$ cat config.mk
export PLATFORM = sky130hd
export DESIGN_NAME = param_sequencer
export DESIGN_NICKNAME = d
export VERILOG_FILES = /design/src/rtl/param_sequencer.sv
export SDC_FILE = /design/constraint.sdc
export NUM_CORES = 1
export LEC_CHECK = 0
export ABC_AREA = 1
export CAP_MARGIN = 20
export CORE_AREA = 2 2 64 126
export CTS_CLUSTER_SIZE = 25
export DETAILED_ROUTE_END_ITERATION = 8
export DIE_AREA = 0 0 66 128
export PLACE_DENSITY = 0.74
export SYNTH_ARGS = -nofsm -noshare
export SYNTH_HDL_FRONTEND = slang
export SYNTH_SLANG_ARGS = --single-unit
$ cat constraint.sdc
create_clock -name clk -period 2.28 [get_ports clk]
set_input_delay 0.342 -clock clk [delete_from_list [all_inputs] [get_ports clk]]
set_output_delay 0.342 -clock clk [all_outputs]
set_load 0.01 [all_outputs]
$ cat src/rtl/param_sequencer.sv
// param_sequencer: loads nine DATA_W parameters into a register bank.
// Optional watchdog enabled by defining PARAM_TIMEOUT_EN.
module param_sequencer #(
  parameter int DATA_W         = 8,
  parameter int TIMEOUT_CYCLES = 1000000
) (
  input  logic                clk,
  input  logic                rst,
  input  logic                start,
  input  logic                dato_valid,
  input  logic [DATA_W-1:0]   dato_in,
  input  logic                listo_ht,
  output logic [3:0]          addr,
  output logic                en,
  output logic                busy,
  output logic                done,
  output logic                timeout_err,
  output logic [9*DATA_W-1:0] params
);

  typedef enum logic [1:0] {
    IDLE,
    LOAD,
    FINISH
  } state_t;

  state_t state;

`ifdef PARAM_TIMEOUT_EN
  localparam int CW = (TIMEOUT_CYCLES > 1) ?
                      $clog2(TIMEOUT_CYCLES) : 1;
  localparam logic [CW-1:0] TERM = CW'(TIMEOUT_CYCLES - 1);

  logic [CW-1:0] wd_cnt;
  logic          wd_hit;

  // Watchdog terminal count reached this cycle.
  assign wd_hit = (wd_cnt == TERM);
`endif

  // Sequencer FSM with registered outputs and parameter bank.
  always_ff @(posedge clk) begin
    done        <= 1'b0;
    timeout_err <= 1'b0;
    if (rst) begin
      state  <= IDLE;
      addr   <= 4'd0;
      en     <= 1'b0;
      busy   <= 1'b0;
      params <= '0;
`ifdef PARAM_TIMEOUT_EN
      wd_cnt <= '0;
`endif
    end else begin
      unique case (state)
        IDLE: begin
          if (start) begin
            state <= LOAD;
            addr  <= 4'd0;
            en    <= 1'b1;
            busy  <= 1'b1;
`ifdef PARAM_TIMEOUT_EN
            wd_cnt <= '0;
`endif
          end
        end
        LOAD: begin
          if (dato_valid) begin
            for (int k = 0; k < 9; k++) begin
              if (addr == 4'(k))
                params[k*DATA_W +: DATA_W] <= dato_in;
            end
`ifdef PARAM_TIMEOUT_EN
            wd_cnt <= '0;
`endif
            if (addr == 4'd8) begin
              addr  <= 4'd9;
              state <= FINISH;
            end else begin
              addr <= addr + 4'd1;
            end
          end
`ifdef PARAM_TIMEOUT_EN
          else if (wd_hit) begin
            timeout_err <= 1'b1;
            state       <= IDLE;
            addr        <= 4'd0;
            en          <= 1'b0;
            busy        <= 1'b0;
            wd_cnt      <= '0;
          end else begin
            wd_cnt <= wd_cnt + 1'b1;
          end
`endif
        end
        FINISH: begin
          if (listo_ht) begin
            done  <= 1'b1;
            state <= IDLE;
            addr  <= 4'd0;
            en    <= 1'b0;
            busy  <= 1'b0;
`ifdef PARAM_TIMEOUT_EN
            wd_cnt <= '0;
`endif
          end
`ifdef PARAM_TIMEOUT_EN
          else if (wd_hit) begin
            timeout_err <= 1'b1;
            state       <= IDLE;
            addr        <= 4'd0;
            en          <= 1'b0;
            busy        <= 1'b0;
            wd_cnt      <= '0;
          end else begin
            wd_cnt <= wd_cnt + 1'b1;
          end
`endif
        end
        default: begin
          state <= IDLE;
          addr  <= 4'd0;
          en    <= 1'b0;
          busy  <= 1'b0;
        end
      endcase
    end
  end

endmodule
==> impl_metrics.py <==
metrics = {
    "synthesis": {
        "yosys_warnings": 0,
        "synth_common_cells": "nand2_1, nor2_1, dfxtp_1",
        "synthFlopType": "dfxtp_1",
        "synth_edf_count": 0,
        "yosysMostFrequentCell": "nand2_1",
        "synth_area_leader_cell": "dfxtp_1",
        "ys_ff_latch": 80,
        "syn_area_mm2": 0.00329,
        "synthCells": 452,
        "syn-num-nets": 469,
        "syn_avg_cell_area_um2": 7.28,
        "synth_top_area_share_pct": 48.7,
        "synth_seq_area_share_pct": 48.7,
        "async_flop_share_pct": 0,
        "synthTopCellsByArea": "dfxtp_1, nand2_1, nor2_1",
        "synth_cell_types": 23,
    },
    "detailed_routing": {
        "via_per_inst": 4.66,
        "ant_nets": 0,
        "drc": 0,
        "first_pass_iters": 5,
        "drt-initial-drc-count": 235,
        "vias": 2967,
        "wl_per_cell_um": 12.9,
        "drt-total-wl_um": 8200,
    },
    "cts": {
        "clk_pin_slew_ns": 0.05,
        "cts.path.max_buffers": 2,
        "cts_tree": "built",
        "clk_latency_ns": 0.34,
        "cts_made_buffers": 9,
        "htreeDepth": 3,
        "cts-resized-gates": 0,
        "cts_hold_buf": 0,
        "cts.sinks": 80,
        "cts_setup_buffers": 0,
        "cts_root_buf": "clkbuf_16",
    },
    "critical_path": {
        "startpoint": "addr[0]",
        "criticalPathCategory": "reg2out",
        "path_buf_inv": 1,
        "timing.rr.end": "params[26]",
        "end_kind": "primary output",
        "crit_arrival_ns": 1.37,
        "rr_worst_depth": 6,
        "worstPathRequired_ns": 1.94,
        "cp_num_cells": 1,
        "crit_end": "addr[0]",
        "crit_path_start_kind": "flop",
        "slowest_stage": "clkdlybuf4s50_1",
        "worst-path-max-fanout": 7,
        "crit_family": "buffers and inverters",
        "rrSetupSlack_ns": 0.60,
        "worstPathCellList": "clkdlybuf4s50_1",
        "rr_startpoint": "addr[0]",
        "critPathMaxStageDelay_ns": 0.59,
    },
    "floorplanning": {
        "die_y_um": 128,
        "io_pins": 93,
        "die_width_um": 66,
        "die_area_mm2": 0.00845,
        "rows": 45,
        "start_util_pct": 43.6,
        "core_area_mm2": 0.00754,
    },
    "global_routing": {
        "grt_usage_pct": 20.1,
        "overflow": 0,
        "grt_pass1_vias": 2573,
        "grt_pass1_wl_um": 12600,
        "antenna_found_initial": 0,
        "grt_max_degree": 73,
    },
    "sta": {
        "maxSlewHeadroom_pct": 61.7,
        "setup_viol": 0,
        "final.period_utilization_pct": 75.3,
        "period_needed_ns": 1.72,
        "whs_ns": 0.478,
        "fin_skew_ns": 0.00493,
        "finalMaxSlewViolations": 0,
        "final_hold_viol_count": 0,
        "clock.fmax_ghz": 0.582,
        "tightest_slew_ns": 0.573,
        "rsz0062_at_grt": "no",
        "final.setup.tns_ns": 0,
    },
    "finish": {
        "n_antenna_cell": 0,
        "layout-drive-gt1-share_pct": 6.63,
        "syn_to_final_growth_pct": 38.0,
        "nets": 555,
    },
    "min_path": {
        "min_path_type": "reg2reg",
    },
    "power": {
        "pwr-share-comb_pct": 7.0,
        "sw_frac_of_total_pct": 21.8,
        "power_density_mw_per_mm2": 709,
        "p_leak_nw": 1.81,
        "p_switching_uw": 701,
        "pwr-share-seq_pct": 44.4,
        "power_frac_clock_pct": 48.6,
        "p_int_mw": 2.52,
        "ir_drop_mv": 0.485,
    },
    "run_status": {
        "status": "finished clean",
    },
    "placed_design": {
        "numPortBuffers": 91,
        "gp_congestion": 0.793,
        "dp_hpwl_um": 5770,
    },
    "job": {
        "cap_violations": 0,
    },
}
-- worst min-delay path by stage --
stage	depth (start not counted)	startpoint	slack, ns	endpoint
after CTS	2	params[25]	0.48	params[25]
after floorplan	1	rst	0.41	addr[0]
final	2	params[23]	0.48	params[23]
after global placement	2	params[9]	0.46	params[9]
after detailed placement	2	params[25]	0.47	params[25]
after global routing	2	params[63]	0.50	params[63]
-- cells by family after synthesis --
group                      after synthesis  synth area share, %
xor gates and xnor gates                 1                0.266
adders and majority gates                4                 1.52
DFF                                     80                 48.7
AOI/OAI and AO/OA                       20                 3.04
buffers and inverters                   41                 6.84
and+or+nand+nor                        305                 39.6
other                                    1                0.114
-- state kept, by name (all words and copies together), names as in the netlist --
register and cells:
addr 4, state 2, done 1, busy 1, params 72
-- power by group through the flow --
stage	clock [mW]	sequential (mW)	combinational, mW
final	1.56	1.43	0.225
after global routing	1.66	1.43	0.248
after CTS	1.59	1.43	0.227
after detailed placement	0	1.46	0.226
after global placement	0	1.46	0.220
after floorplan	0	1.47	0.130
-- metrics by stage --
step / total power, mW / worst slack, ns / std cells / util [%] / area [um2]
2_1_floorplan: 1.60 / 0.850 / 452 / - / 3290
3_3_place_gp: 1.68 / 0.401 / 621 / 55.8 / 4210
3_5_place_dp: 1.69 / 0.344 / 621 / 55.8 / 4210
4_1_cts: 3.25 / 0.553 / 637 / 60.2 / 4540
5_1_grt: 3.34 / 0.441 / 637 / 60.2 / 4540
6_report: 3.22 / 0.563 / 637 / 60.2 / 4540
-- layout by cell type (no fill, tap or decap) --
master           count
nand2_1            147
nor2_1             133
clkdlybuf4s50_1     91
dfxtp_1             80
a21oi_1             12
inv_1               11
nand3_1             10
clkbuf_16            9
clkinv_1             8
o21ai_0              7
nor3_4               6
nor2_4               4
ha_1                 4
inv_2                3
nand2_2              2
clkinv_2             2
bufinv_16            2
clkbuf_8             2
buf_4                2
nor2_8               1
nand2_8              1
o21ai_1              1
nor4_1               1
xor2_1               1
conb_1               1
clkinv_4             1
buf_12               1
-- metal layers --
layer,part of all wire [%],track usage (%),vias to the layer above
met5,0,0,-
met4,2.8,10.2,0
met3,4.4,3.78,18
met2,55,35.5,83
met1,38,22.2,1324
li1,-,-,1542
-- cell type report --
cell class	count	area (um2)
clock buffer	11	253
clock inverter	5	78.8
fill	707	3000
inverter	22	82.6
multi-input combinational	331	1470
sequential	80	1600
tap	94	118
timing repair buffer	94	946
Note: power is estimated with default switching activity, not from simulation.
